$ cat src/rtl/hx711_pkg.sv
// Shared types and constants for the HX711 load-cell ADC controller.
`timescale 1ns/1ps
package hx711_pkg;

    typedef enum logic [2:0] {
        IDLE,
        WAIT_RDY,
        SCK_HI,
        SCK_LO,
        DONE,
        PWRDN
    } state_t;

    localparam logic [1:0] GAIN_A128 = 2'b00;
    localparam logic [1:0] GAIN_B32  = 2'b01;
    localparam logic [1:0] GAIN_A64  = 2'b10;

    localparam logic [4:0] PULSES_A128 = 5'd25;
    localparam logic [4:0] PULSES_B32  = 5'd26;
    localparam logic [4:0] PULSES_A64  = 5'd27;

    localparam int         DATA_BITS   = 24;
    localparam logic [4:0] DATA_PULSES = 5'd24;

    // The extra pulses beyond 24 select the gain of the following conversion.
    function automatic logic [4:0] gain_to_pulses(input logic [1:0] gain);
        case (gain)
            GAIN_B32: return PULSES_B32;
            GAIN_A64: return PULSES_A64;
            default:  return PULSES_A128;
        endcase
    endfunction

endpackage

$ cat src/rtl/hx711_half_timer.sv
// Loadable down-counter timing one pd_sck half-period; expire is high on its last cycle.
`timescale 1ns/1ps
module hx711_half_timer #(
    parameter int HALF_CYCLES = 64
) (
    input  logic clk,
    input  logic reset_n,
    input  logic load,
    output logic expire
);

    localparam int CW = (HALF_CYCLES > 1) ? $clog2(HALF_CYCLES) : 1;
    localparam logic [CW-1:0] LOAD_VAL = CW'(HALF_CYCLES - 1);

    logic [CW-1:0] cnt_q;
    logic [CW-1:0] cnt_d;

    always_comb begin
        cnt_d = cnt_q;
        if (load) begin
            cnt_d = LOAD_VAL;
        end else if (cnt_q != '0) begin
            cnt_d = cnt_q - 1'b1;
        end
    end

    always_ff @(posedge clk) begin
        if (!reset_n) begin
            cnt_q <= '0;
        end else begin
            cnt_q <= cnt_d;
        end
    end

    assign expire = (cnt_q == '0);

endmodule

$ cat src/rtl/hx711_ctrl.sv
// HX711 controller: waits for data-ready, clocks out 24 bits plus gain pulses, handles power-down.
`timescale 1ns/1ps
module hx711_ctrl
    import hx711_pkg::*;
#(
    parameter int HALF_CYCLES = 64,
    parameter int SYNC_STAGES = 2
) (
    input  logic                 clk,
    input  logic                 reset_n,
    input  logic                 start,
    input  logic [1:0]           gain_sel,
    input  logic                 pd_req,
    input  logic                 dout,
    output logic                 pd_sck,
    output logic [DATA_BITS-1:0] data,
    output logic                 data_valid,
    output logic                 busy
);

    state_t                 state_q, state_d;
    logic [SYNC_STAGES-1:0] sync_q, sync_d;
    logic [4:0]             count_q, count_d;
    logic [4:0]             pulse_q, pulse_d;
    logic [DATA_BITS-1:0]   shift_q, shift_d;
    logic [DATA_BITS-1:0]   data_q, data_d;
    logic                   data_valid_q, data_valid_d;
    logic                   pd_sck_q, pd_sck_d;
    logic                   timer_load;
    logic                   timer_expire;
    logic                   dout_s;

    for (genvar gi = 0; gi < SYNC_STAGES; gi++) begin : g_sync
        if (gi == 0) begin : g_first
            assign sync_d[gi] = dout;
        end else begin : g_rest
            assign sync_d[gi] = sync_q[gi-1];
        end
    end

    assign dout_s = sync_q[SYNC_STAGES-1];

    hx711_half_timer #(
        .HALF_CYCLES(HALF_CYCLES)
    ) u_half_timer (
        .clk    (clk),
        .reset_n(reset_n),
        .load   (timer_load),
        .expire (timer_expire)
    );

    always_comb begin
        state_d      = state_q;
        count_d      = count_q;
        pulse_d      = pulse_q;
        shift_d      = shift_q;
        data_d       = data_q;
        data_valid_d = 1'b0;
        timer_load   = 1'b0;

        case (state_q)
            IDLE: begin
                if (pd_req) begin
                    state_d = PWRDN;
                end else if (start) begin
                    count_d = gain_to_pulses(gain_sel);
                    state_d = WAIT_RDY;
                end
            end
            WAIT_RDY: begin
                if (!dout_s) begin
                    pulse_d    = '0;
                    timer_load = 1'b1;
                    state_d    = SCK_HI;
                end
            end
            SCK_HI: begin
                if (timer_expire) begin
                    if (pulse_q < DATA_PULSES) begin
                        shift_d = {shift_q[DATA_BITS-2:0], dout_s};
                    end
                    timer_load = 1'b1;
                    state_d    = SCK_LO;
                end
            end
            SCK_LO: begin
                if (timer_expire) begin
                    pulse_d = pulse_q + 5'd1;
                    // data and data_valid are registered here so they are visible during DONE.
                    if (pulse_q + 5'd1 == count_q) begin
                        data_d       = shift_q;
                        data_valid_d = 1'b1;
                        state_d      = DONE;
                    end else begin
                        timer_load = 1'b1;
                        state_d    = SCK_HI;
                    end
                end
            end
            DONE: begin
                state_d = IDLE;
            end
            PWRDN: begin
                if (!pd_req) begin
                    state_d = IDLE;
                end
            end
            default: begin
                state_d = IDLE;
            end
        endcase

        pd_sck_d = (state_d == SCK_HI) || (state_d == PWRDN);
    end

    always_ff @(posedge clk) begin
        if (!reset_n) begin
            state_q      <= IDLE;
            sync_q       <= '1;
            count_q      <= '0;
            pulse_q      <= '0;
            shift_q      <= '0;
            data_q       <= '0;
            data_valid_q <= 1'b0;
            pd_sck_q     <= 1'b0;
        end else begin
            state_q      <= state_d;
            sync_q       <= sync_d;
            count_q      <= count_d;
            pulse_q      <= pulse_d;
            shift_q      <= shift_d;
            data_q       <= data_d;
            data_valid_q <= data_valid_d;
            pd_sck_q     <= pd_sck_d;
        end
    end

    assign pd_sck     = pd_sck_q;
    assign data       = data_q;
    assign data_valid = data_valid_q;
    assign busy       = (state_q != IDLE) && (state_q != PWRDN);

endmodule

$ cat config.mk
export PLATFORM = sky130hd
export DESIGN_NAME = hx711_ctrl
export DESIGN_NICKNAME = d
export VERILOG_FILES = /design/src/rtl/hx711_pkg.sv /design/src/rtl/hx711_half_timer.sv /design/src/rtl/hx711_ctrl.sv
export SDC_FILE = /design/constraint.sdc
export NUM_CORES = 1
export LEC_CHECK = 0
export ABC_AREA = 0
export BUFFER_PORTS_ARGS = -buffer_cell sky130_fd_sc_hd__buf_2
export CORE_ASPECT_RATIO = 0.75
export CORE_MARGIN = 1
export CORE_UTILIZATION = 55
export CTS_CLUSTER_DIAMETER = 100
export DETAILED_ROUTE_END_ITERATION = 12
export PLACE_DENSITY = 0.76
export SLEW_MARGIN = 10
export SYNTH_ARGS = -nofsm -noshare
export SYNTH_HDL_FRONTEND = slang
export SYNTH_SLANG_ARGS = --single-unit
export TNS_END_PERCENT = 1
$ cat constraint.sdc
create_clock -name clk -period 2.7 [get_ports clk]
set_input_delay 0.135 -clock clk [delete_from_list [all_inputs] [get_ports clk]]
set_output_delay 0.135 -clock clk [all_outputs]
set_load 0.005 [all_outputs]
==> qor.txt <==
sequential area share after synthesis: 0.435
R2R setup slack: 0.32 ns
sequential power share: 0.453
power per cell area: 689 mW/mm²
Yosys top cell area share: 0.435
r2r startpoint: pulse_q[0]$_SDFFE_PN0P_
Logic pwr share: 0.172
Worst IR Drop VDD: 0.353 mV
Critical Path Fanout Max: 25
Overflow after GRT: 0
Post-synth ARST share: 0
Final period util: 0.882
CTS tree: built
hold buffers post-CTS: 1
Final Skew: 0.00566 ns
Worst-path clk slew: 0.07 ns
die area: 0.00609 mm²
Tot Pwr: 2460 µW
Final Hold Fails: 0
Hold Crit Depth: 3
Gate Count Post-Synth: 359
mean area per synthesized cell: 8.85 µm²
Wirelength per Cell: 15.3 µm
worst-margin pin slew: 1.01 ns
fin nets: 396
routed via count: 2722
Final Non-Filler Cells: 465
Max clock buf depth: 2
Synth area leader: dfxtp_1
Setup Buffers After CTS: 0
H-tree levels: 3
Min Clock Period, post-route: 2.38 ns
Setup TNS Final: 0 ns
Final Wtd Congestion: 0.842
# setup viols final: 0
Hold Startpoint: start
Port Buf Inserts: 33
All-Layer GR Usage: 0.248
depth of the most critical reg-to-reg path: 6
initial DRC count: 230
Crit Path Category: flop to flop
Critical Path Start Type: flop
Pre-antenna DRT Iters: 4
Slew headroom: 0.330
switching power: 695 µW
initial antenna violation count: 0
Max Slew Vio Count: 0
post-route ant nets: 0
Post-synth EDFFs: 0
top-count cell post-synth: dfxtp_1
RSZ-0062 raised after global routing: no
Mapped Area: 0.00318 mm²
layout cells sized above 1: 0.169
Hold Path Class: input port to flop
crit path DAT: 2.61 ns
largest net degree at the start of global routing: 26
Core Box Area: 0.00544 mm²
Inst Count DP: 448
ys flop type: dfxtp_1
Leak Pwr: 0.00152 µW
post-CTS resize count: 0
Die Height: 67.8 µm
Clock Tree Root: clkbuf_8
Critical Path End Type: flop
Internal: 1760 µW
status: finished clean
CTS buffer count: 9
ANT cells: 0
Rows: 23
Sw Ratio: 0.283
max-cap viol count: 0
flops & latches, synth: 69
detailed-route wire length: 7.10 mm
fmax: 420 MHz
vias in the first global route: 2388
Die W: 89.8 µm
Syn-to-layout area delta: 12.3%
WP data required: 2.93 ns
Filler Cell Count: 471
synth unique cells: 47
Mapped Nets: 370
vias per cell: 5.85
Clock power frac: 0.375
Util after Layout: 0.656
largest cells by area after synthesis: dfxtp_1 (43%), mux2i_1 (8.2%), a21oi_1 (6.6%), o31ai_1 (5.9%), nor2_1 (5.3%)
beginning of the critical path: pulse_q[0]$_SDFFE_PN0P_
Yosys Warn Count: 0
most common library cells after synthesis: dfxtp_1 (69), nor2_1 (45), a21oi_1 (42)
number of placed I/O pins: 34
DP Wirelength: 4.54 mm
DRC: 0
Hold EP: count_q[3]$_SDFFE_PN0P_
worst r2r dst: u_half_timer.cnt_q[1]$_SDFFE_PN0P_
first-pass GRT wire length: 11.7 mm
Clock Latency Late Sink: 0.35 ns
clk sink count: 69
starting density of the core: 0.584
## through the flow
step	hold WS, ns	instance area, µm²	setup WS (ns)
6_report	0.0813	3570	0.319
5_1_grt	0.0914	3570	0.183
4_1_cts	0.0678	3570	0.326
3_5_place_dp	0.323	3340	0.383
3_3_place_gp	0.315	3340	0.470
2_1_floorplan	0.208	3180	0.808
## layout by cell type, fill, tap and decap left out, types with 10 or more instances in the layout
master | Yosys | final
nand4_1 | 23 | 23
nand2_1 | 17 | 17
nor2_1 | 45 | 45
a21oi_1 | 42 | 42
dfxtp_1 | 69 | 69
buf_4 | 1 | 10
buf_2 | 9 | 33
mux2i_1 | 26 | 26
o31ai_1 | 25 | 25
## power by group through the flow
stage / Sequential [µW] / Clock [µW] / Combinational (µW)
after floorplan: 1120 / 0 / 339
after global placement: 1130 / 0 / 409
after detailed placement: 1140 / 0 / 414
after CTS: 1110 / 935 / 419
after global routing: 1120 / 973 / 481
final: 1110 / 923 / 423
## worst max-delay path by stage
stage / to / depth (start not counted) / slack, ns
after global placement: u_half_timer.cnt_q[1]$_SDFFE_PN0P_ / 6 / 0.47
after CTS: u_half_timer.cnt_q[1]$_SDFFE_PN0P_ / 6 / 0.33
after floorplan: data[23]$_SDFFE_PN0P_ / 8 / 0.81
after detailed placement: u_half_timer.cnt_q[0]$_SDFFE_PN0P_ / 6 / 0.38
after global routing: data[21]$_SDFFE_PN0P_ / 6 / 0.18
final: u_half_timer.cnt_q[1]$_SDFFE_PN0P_ / 6 / 0.32
## routing by layer
metal  vias up  track usage  routed length [µm]
li1       1355            -                   -
met1      1287        0.334                3530
met2        73        0.374                3060
met3         7       0.0756                 416
met4         0       0.0984                  94
met5         -            0                   0
## flip-flops by register name (all words and copies together), names as in the netlist
signal              cells
pd_sck                  1
count_q                 3
shift_q                24
pulse_q                 5
sync_q                  2
data_valid              1
u_half_timer.cnt_q      6
state_q                 3
data                   24
## cell type report
| class | count | area, µm² | area share |
|---|---|---|---|
| multi-input combinational | 251 | 1590 | 0.446 |
| inverter | 10 | 37.5 | 0.0105 |
| sequential | 69 | 1380 | 0.387 |
| timing repair buffer | 44 | 250 | 0.0701 |
| clock buffer | 10 | 128 | 0.0358 |
| clock inverter | 6 | 87.6 | 0.0245 |
| tap | 75 | 93.8 | 0.0263 |
## worst max-delay path, cell delays in order, from the launching register on
cell	delay (ns)
dfxtp_1	0.48
ha_1	0.37
xnor2_1	0.16
nand3_1	0.15
or2_1	0.59
o21ai_2	0.39
a31oi_1	0.12
## kinds of logic (layout without fill, tap and decap cells)
group           after synthesis  count (layout)  share of synthesized area
buf+inv                      39              70                     0.0650
mux                          27              27                     0.0854
flops                        69              69                      0.435
fa+ha+maj                     4               4                     0.0157
compound gates               97              97                      0.203
xor+xnor                      5               5                     0.0138
simple gates                118             118                      0.182
Power figures use the tool's default switching activity.
